File: config.mk
export PLATFORM = sky130hd
export DESIGN_NAME = mem_arbiter
export DESIGN_NICKNAME = d
export VERILOG_FILES = /design/src/rtl/rv32i_types.sv /design/src/rtl/mem_arbiter.sv
export SDC_FILE = /design/constraint.sdc
export NUM_CORES = 1
export LEC_CHECK = 0
export CAP_MARGIN = 0
export CORE_AREA = 3 3 541 543
export CTS_BUF_LIST = sky130_fd_sc_hd__clkbuf_8
export CTS_CLUSTER_DIAMETER = 100
export DETAILED_ROUTE_END_ITERATION = 10
export DIE_AREA = 0 0 544 546
export PLACE_DENSITY = 0.3
export SYNTH_ARGS = -nofsm -noshare
export SYNTH_HDL_FRONTEND = slang
export SYNTH_SLANG_ARGS = --single-unit
File: constraint.sdc
create_clock -name clk -period 1.9 [get_ports clk]
set_clock_uncertainty 0.1 [all_clocks]
set_input_delay 0.475 -clock clk [delete_from_list [all_inputs] [get_ports clk]]
set_output_delay 0.475 -clock clk [all_outputs]
set_load 0.02 [all_outputs]
File: src/rtl/rv32i_types.sv
// Shared types for the cache-to-memory arbiter: FSM state and requester identity.
package rv32i_types;

   typedef enum logic [1:0] {
      IDLE,
      I_BUSY,
      D_BUSY
   } arb_state_t;

   typedef enum logic {
      ICACHE,
      DCACHE
   } arb_src_t;

   localparam logic [31:0] LINE_ADDR_MASK = 32'hFFFF_FFE0;

endpackage

File: src/rtl/mem_arbiter.sv
// Arbitrates icache and dcache line requests onto a single memory port.
// Define ARB_ROUND_ROBIN_EN for round-robin ties; otherwise the dcache wins ties.
module mem_arbiter
   import rv32i_types::*;
#(
   parameter int unsigned LINE_BITS = 256
) (
   input  logic                 clk,
   input  logic                 rst,
   input  logic [31:0]          i_addr,
   input  logic                 i_read,
   output logic [LINE_BITS-1:0] i_rdata,
   output logic                 i_resp,
   input  logic [31:0]          d_addr,
   input  logic                 d_read,
   input  logic                 d_write,
   input  logic [LINE_BITS-1:0] d_wdata,
   output logic [LINE_BITS-1:0] d_rdata,
   output logic                 d_resp,
   output logic [31:0]          mem_addr,
   output logic                 mem_read,
   output logic                 mem_write,
   output logic [LINE_BITS-1:0] mem_wdata,
   input  logic [LINE_BITS-1:0] mem_rdata,
   input  logic                 mem_resp
);

   arb_state_t           state_q, state_d;
   arb_src_t             owner_q, owner_d;
   logic [31:0]          addr_q, addr_d;
   logic                 write_q, write_d;
   logic [LINE_BITS-1:0] wdata_q, wdata_d;
`ifdef ARB_ROUND_ROBIN_EN
   arb_src_t             last_q, last_d;
`endif

   logic     i_req, d_req, grant_valid, busy;
   arb_src_t grant_src;

   always_comb begin
      state_d     = state_q;
      owner_d     = owner_q;
      addr_d      = addr_q;
      write_d     = write_q;
      wdata_d     = wdata_q;
`ifdef ARB_ROUND_ROBIN_EN
      last_d      = last_q;
`endif
      i_req       = i_read;
      d_req       = d_read | d_write;
      grant_valid = 1'b0;
      grant_src   = ICACHE;

      case (state_q)
         IDLE: begin
            if (i_req && d_req) begin
               grant_valid = 1'b1;
`ifdef ARB_ROUND_ROBIN_EN
               grant_src   = (last_q == DCACHE) ? ICACHE : DCACHE;
`else
               grant_src   = DCACHE;
`endif
            end else if (i_req) begin
               grant_valid = 1'b1;
               grant_src   = ICACHE;
            end else if (d_req) begin
               grant_valid = 1'b1;
               grant_src   = DCACHE;
            end
         end
         I_BUSY, D_BUSY: begin
            if (mem_resp) state_d = IDLE;
         end
         default: state_d = IDLE;
      endcase

      if (grant_valid) begin
         owner_d = grant_src;
`ifdef ARB_ROUND_ROBIN_EN
         last_d  = grant_src;
`endif
         if (grant_src == ICACHE) begin
            state_d = I_BUSY;
            addr_d  = i_addr;
            write_d = 1'b0;
            wdata_d = '0;
         end else begin
            state_d = D_BUSY;
            addr_d  = d_addr;
            // a simultaneous read+write is issued as a write
            write_d = d_write;
            wdata_d = d_wdata;
         end
      end
   end

   always_ff @(posedge clk) begin
      if (rst) begin
         state_q <= IDLE;
         owner_q <= ICACHE;
         addr_q  <= '0;
         write_q <= 1'b0;
         wdata_q <= '0;
`ifdef ARB_ROUND_ROBIN_EN
         last_q  <= DCACHE;
`endif
      end else begin
         state_q <= state_d;
         owner_q <= owner_d;
         addr_q  <= addr_d;
         write_q <= write_d;
         wdata_q <= wdata_d;
`ifdef ARB_ROUND_ROBIN_EN
         last_q  <= last_d;
`endif
      end
   end

   // Port is driven purely from registered state; rst masks it so a reset
   // cycle never shows a live request or response.
   always_comb begin
      busy      = (state_q != IDLE) && !rst;
      mem_read  = busy && !write_q;
      mem_write = busy && write_q;
      mem_addr  = rst ? '0 : (addr_q & LINE_ADDR_MASK);
      mem_wdata = rst ? '0 : wdata_q;
      i_resp    = busy && mem_resp && (owner_q == ICACHE);
      d_resp    = busy && mem_resp && (owner_q == DCACHE);
      i_rdata   = mem_rdata;
      d_rdata   = mem_rdata;
   end

endmodule
==> metrics.cfg, run 1 <==
[grt]
met1_usage_pct=8.461
grt_pass1_vias=14271
grtUsageMet3_pct=8.084
grt-ovfl-total=0
track_usage_pct=9.193
grt_max_degree=39
grt_pass1_wl_um=173800
grt_util_met2_pct=13.65
antenna_found_initial=40
busiest_layer=met2

[setup_path]
crit_buf_inv=3
end_kind=output pin
path_class=reg2out
worst_ep_required_time_ns=1.32
path_cells=inv_2, ha_4, nor2_4, buf_6, and3_4, buf_8
cp_slowest_stage_delay_ns=0.33
critical_path.top_delay_family=flip-flops
cp.arrival_ns=1.88
cp.depth=6
crit_fanout=2
cpMaxStageDelayCell=dfxtp_2
reg2reg_depth=10
crit_path_start_kind=flip-flop

[timing]
min_period_over_period_pct=129.1
whs_ns=0.1350
fin_crit_ns=2.454
drv_slew=0
hold_violations=0
maxClockFrequency_mhz=407.6
setup_viol=508
setup_ws_ns=-0.5536
rsz0062_at_grt=true

[min_path]
holdCritPathClass=in2reg
holdPathStages=2

[cts]
cts_made_buffers=74
numClockSinks=287
cts-root-buf=clkbuf_8
clock_latency_ns=0.79
cts_buffer_depth=4
cts_tree=yes
htree_levels=3
path_clk_slew_ns=0.06

[yosys]
ys_ff_latch=287
yosys_warnings=0
syn_area_per_cell_um2=9.534
synth_most_common_cell=buf_4
synth_top_area_share_pct=38.19
async_reset_ff_share_pct=0
synth_cell_types=28
synthFlopType=dfxtp_1
synth_common_cells=517 x buf_4, 287 x dfxtp_1, 283 x nor2b_1
synth_edf_count=0
syn_inst=1578
yosysTopAreaCell=dfxtp_1
synthTopCellsByArea=dfxtp_1 38%, buf_4 26%, a22o_1 15%
syn_area_mm2=0.01504
ys_seq_area_share_pct=38.19

[placement]
pre_cts_slack_ns=-0.8837
place_congestion=0.7040
numPortBuffers=602
post-dp-hpwl_um=122400

[detailed_routing]
drt_iter0_drc=446
drc=0
dr.pass1.iters=4
num_vias=13606
ant_nets=0
avgViaCountPerCell=2.270
wl_um=145700
wl_per_cell_um=24.30

[floorplanning]
core_mm2=0.2881
dieHeight_um=546
io_pins=1386
die_x_um=544
initial_core_util_pct=5.221
row_count=197
die-area_mm2=0.2970

[power_and_ir_drop]
power_mw=21.54
total_leakage_power_nw=11.82
vdd_drop_max_v=0.0005697
powerDensity_mw_per_mm2=693.1

[final_layout]
postLayoutCoreUtil_pct=10.79
area_growth_pct=106.6
drive_above_1_share_pct=61.45
nets=2739

[job]
cap_viol_max_count=0

[run_status]
status=finished with violations
violations=setup timing

flip-flops by register name (all words and copies together), names as in the netlist:
signal	flops
addr_q	27
state_q	2
owner_q	1
wdata_q	256
write_q	1
where the power goes:
part           total (mW)  switching (mW)  internal, mW  leakage, nW
registers            6.77           0.157          6.61         2.43
logic                6.01            2.75          3.26         8.51
clock network        8.77            3.72          5.05        0.870
total                21.5            6.63          14.9         11.8
per-layer routing:
| metal | part of all wire (%) | wire (um) | up-vias |
|---|---|---|---|
| li1 | - | - | 6014 |
| met1 | 32 | 46590 | 6193 |
| met2 | 42 | 61220 | 989 |
| met3 | 20 | 28630 | 404 |
| met4 | 6.2 | 9038 | 6 |
| met5 | 0.13 | 191 | - |
layout by cell type (no fill, tap or decap), types with 17 or more instances in the layout:
master / instances
nor2b_4: 265
buf_4: 447
clkbuf_8: 86
dfxtp_1: 103
buf_8: 72
dlygate4sd3_1: 20
inv_1: 21
clkdlybuf4s50_1: 314
nor2_1: 18
buf_12: 98
dfxtp_2: 184
a22o_1: 256
buf_6: 146
nor2b_1: 17
nor3_1: 17
stage by stage:
stage | setup TNS [ns] | instance area (um2) | cells
floorplan | -10.45 | 15100 | 1582
global placement | -313.68 | 24100 | 5667
CTS | -87.55 | 29450 | 5904
global route | -108.99 | 31060 | 5987
finish | -53.88 | 31080 | 5994
detailed placement | -313.94 | 24100 | 5667
cell type report:
class,instances,area [um2]
clock inverter,39,359.1
antenna,8,20.02
multi-input combinational,670,6860
fill,32971,257100
sequential,287,5976
tap,3781,4731
inverter,3,11.26
timing repair buffer,1120,11940
clock buffer,86,1184
logic make-up after synthesis:
family,synth area share [%]
buffers and inverters,29.93
and+or+nand+nor,15.21
AOI/OAI and AO/OA,16.56
DFF,38.19
adders and majority gates,0.08315
other,0.02493
path summary, 6_finish.rpt:
kind | start | endpoint | slack [ns]
worst min-delay path | d_wdata[87] | wdata_q[87]$_SDFFE_PP0P_ | 0.14
worst max-delay path | state_q[1]$_SDFFE_PP0P_ | d_resp | -0.55
worst min register to register | state_q[0]$_SDFFE_PP0P_ | state_q[0]$_SDFFE_PP0P_ | 0.37
worst max register to register | state_q[1]$_SDFFE_PP0P_ | addr_q[19]$_SDFFE_PP0P_ | -0.14
repair_timing:
action                     in CTS  in global routing
gates cloned                    2                 10
hold endpoints to repair       20                  0
resized for setup            1375                312
hold buffers                   20                  0
pin swaps                       3                  2
buffers inserted              105                 74
setup endpoints to repair     525                512
(Power assumes the default switching activity.)
==> inputs of run 2 (changes only) <==
Settings changed: ABC_AREA from default to 1, CORE_AREA 3 3 541 543 to 3 3 531 533, DIE_AREA 0 0 544 546 to 0 0 534 536.
==> metrics.cfg, run 2 <==
[yosys]
syn_inst=2414  ; +53%
syn_area_mm2=0.01589  ; +5.6%
syn_area_per_cell_um2=6.584  ; -31%
yosysTopAreaCell=dfxtp_1
synth_top_area_share_pct=36.15  ; -2.0 points
synthFlopType=dfxtp_1
synthTopCellsByArea=dfxtp_1 36%, buf_4 25%, nand2_1 21%
yosys_warnings=0  ; unchanged
synth_cell_types=18  ; -36%
synth_common_cells=892 x nand2_1, 526 x buf_4, 293 x inv_1
ys_ff_latch=287  ; unchanged
ys_seq_area_share_pct=36.15  ; -2.0 points
synth_edf_count=0  ; unchanged
synth_most_common_cell=nand2_1
async_reset_ff_share_pct=0  ; unchanged

[detailed_routing]
avgViaCountPerCell=2.455  ; +8.2%
drc=0  ; unchanged
ant_nets=0  ; unchanged
dr.pass1.iters=4  ; unchanged
drt_iter0_drc=699  ; +57%
wl_per_cell_um=23.21  ; -4.5%
wl_met1_um=46760  ; +0.36%
wl_met3_um=33740  ; +18%
highest_layer=met5
wl_met2_um=66280  ; +8.3%
num_vias=16598  ; +22%
wl_um=156900  ; +7.7%

[placement]
post-dp-hpwl_um=129600  ; +5.9%
placed_area_mm2=0.02412  ; about the same
place_congestion=0.8563  ; +22%
numPortBuffers=602  ; unchanged
place_inst=6338  ; +12%

[final_layout]
finalInstanceArea_mm2=0.03204  ; +3.1%
largest_reg_flops=256  ; unchanged
layout_commonest_cell=nand2_1
nets=3588  ; +31%
drive_above_1_share_pct=48.85  ; -13 points
top_regs=wdata_q (256), addr_q (27), state_q (2)
final_cell_mix=814 x nand2_1, 314 x clkdlybuf4s50_1, 290 x buf_4
largest-register=wdata_q
area_growth_pct=101.6
fin_cells=6761  ; +13%

[timing]
setup_ws_ns=-0.5882  ; -0.03464 ns
setup_viol=362  ; -29%
fin_crit_ns=2.488  ; +0.03464 ns
maxClockFrequency_mhz=401.9  ; -1.4%
hold_violations=0  ; unchanged
min_period_over_period_pct=131.0  ; +1.8 points
rsz0062_at_grt=true
whs_ns=0.1322  ; -0.002851 ns
fin_tns_setup_ns=-42.80  ; +11.08 ns
drv_slew=0  ; unchanged

[grt]
grt-ovfl-total=0  ; unchanged
grt_pass1_wl_um=187600  ; +8.0%
antenna_found_initial=56  ; +40%
grt_max_degree=40  ; +2.6%
track_usage_pct=10.21  ; +1.0 points
grt_pass1_vias=16568  ; +16%

[setup_path]
cp.arrival_ns=1.91  ; +0.03 ns
end_kind=output pin
path_class=reg2out
crit_path_start_kind=flip-flop
worst_ep_required_time_ns=1.32  ; about the same
r2r_slack_ns=-0.13  ; about the same
crit_fanout=2  ; unchanged

[cts]
clock_latency_ns=0.80  ; about the same
cts_tree=yes
numClockSinks=287  ; unchanged
cts_made_buffers=75  ; +1.4%
path_clk_slew_ns=0.06  ; about the same
cts-root-buf=clkbuf_8
htree_levels=3  ; unchanged
cts_buffer_depth=4  ; unchanged

[floorplanning]
io_pins=1386  ; unchanged
dieHeight_um=536  ; -1.8%
die-area_mm2=0.2862  ; -3.6%
core_mm2=0.2770  ; -3.9%
row_count=193  ; -2.0%
initial_core_util_pct=5.738  ; +0.52 points
die_x_um=534  ; -1.8%

[power_and_ir_drop]
vdd_drop_max_v=0.0004743  ; -17%
combinationalPowerShare_pct=29.6  ; +1.7 points
intPower_mw=14.24  ; -4.5%
total_leakage_power_nw=13.21  ; +12%
switchingPower_mw=7.344  ; +11%
power_mw=21.58  ; +0.19%
powerDensity_mw_per_mm2=673.6  ; -2.8%
switching_share_pct=34.03  ; +3.3 points
pwr-share-seq_pct=31.6  ; +0.2 points
power_frac_clock_pct=38.8  ; -1.9 points

[run_status]
violations=setup timing
status=finished with violations

[job]
cap_viol_max_count=0  ; unchanged

[min_path]
holdCritPathClass=in2reg

-- run 2: worst max-delay path, cell delays in order (launching register included) --
cell and delay, ns:
dfxtp_2 0.33, inv_2 0.04, ha_4 0.16, nor2_4 0.11, nand2_4 0.07, buf_6 0.14, nor2_4 0.10, buf_6 0.15
-- run 2: cells by family after synthesis --
group / Yosys count / share of synthesized area [%]
flops: 287 / 36.15
compound gates: 6 / 0.2756
fa+ha+maj: 1 / 0.07872
simple gates: 1209 / 28.92
other cells: 1 / 0.02360
buf+inv: 910 / 34.55
-- run 2: area by class of cell --
type,count,area (um2)
inverters,294,1104
fillers,32114,244900
repair buffers,1126,12140
flip-flops and latches,287,5972
well taps,3705,4636
multi-input cells,1221,6725
clock buffers,90,1239
clock inverters,34,216.5
diodes,4,10.01
-- run 2: routing by layer --
| layer | vias up | track usage (%) |
|---|---|---|
| li1 | 7659 | - |
| met1 | 7379 | 8.611 |
| met2 | 1058 | 15.17 |
| met3 | 480 | 10.32 |
| met4 | 22 | 5.849 |
| met5 | - | 0.3498 |
-- run 2: power groups by stage --
stage / Combinational, mW / Clock (mW) / Sequential (mW)
floorplan: 3.31 / 0 / 6.78
global placement: 4.77 / 0 / 6.81
detailed placement: 4.74 / 0 / 6.81
CTS: 5.76 / 9.00 / 6.70
global route: 6.91 / 9.07 / 6.86
finish: 6.39 / 8.37 / 6.82
-- run 2: final timing paths --
path,start,end,depth (start not counted)
max,state_q[1]$_SDFFE_PP0P_,i_resp,7
min,d_wdata[149],wdata_q[149]$_SDFFE_PP0P_,3
max reg2reg,state_q[1]$_SDFFE_PP0P_,wdata_q[235]$_SDFFE_PP0P_,13
min reg2reg,state_q[1]$_SDFFE_PP0P_,state_q[1]$_SDFFE_PP0P_,2
-- run 2: repair_timing --
item                                    CTS  global route
endpoints found under the hold margin   149             0
resized for setup                      1175           689
setup buffers                            24           107
hold buffers                            148             0
pin swaps                                13           163
setup endpoints to repair               296           429
gates cloned                              8            16
-- run 2: metrics by stage --
stage,utilization (%),setup WS [ns]
after floorplan,-,-0.07598
after global placement,8.707,-0.9485
after detailed placement,8.707,-0.9534
after CTS,10.56,-0.7524
after global routing,11.56,-0.7403
final,11.57,-0.5882
==> inputs of run 3 (changes only) <==
Settings changed: SLEW_MARGIN from default to 20.
==> results of run 3 <==
The final DEF is identical to that of run 2; final timing and power are the same.
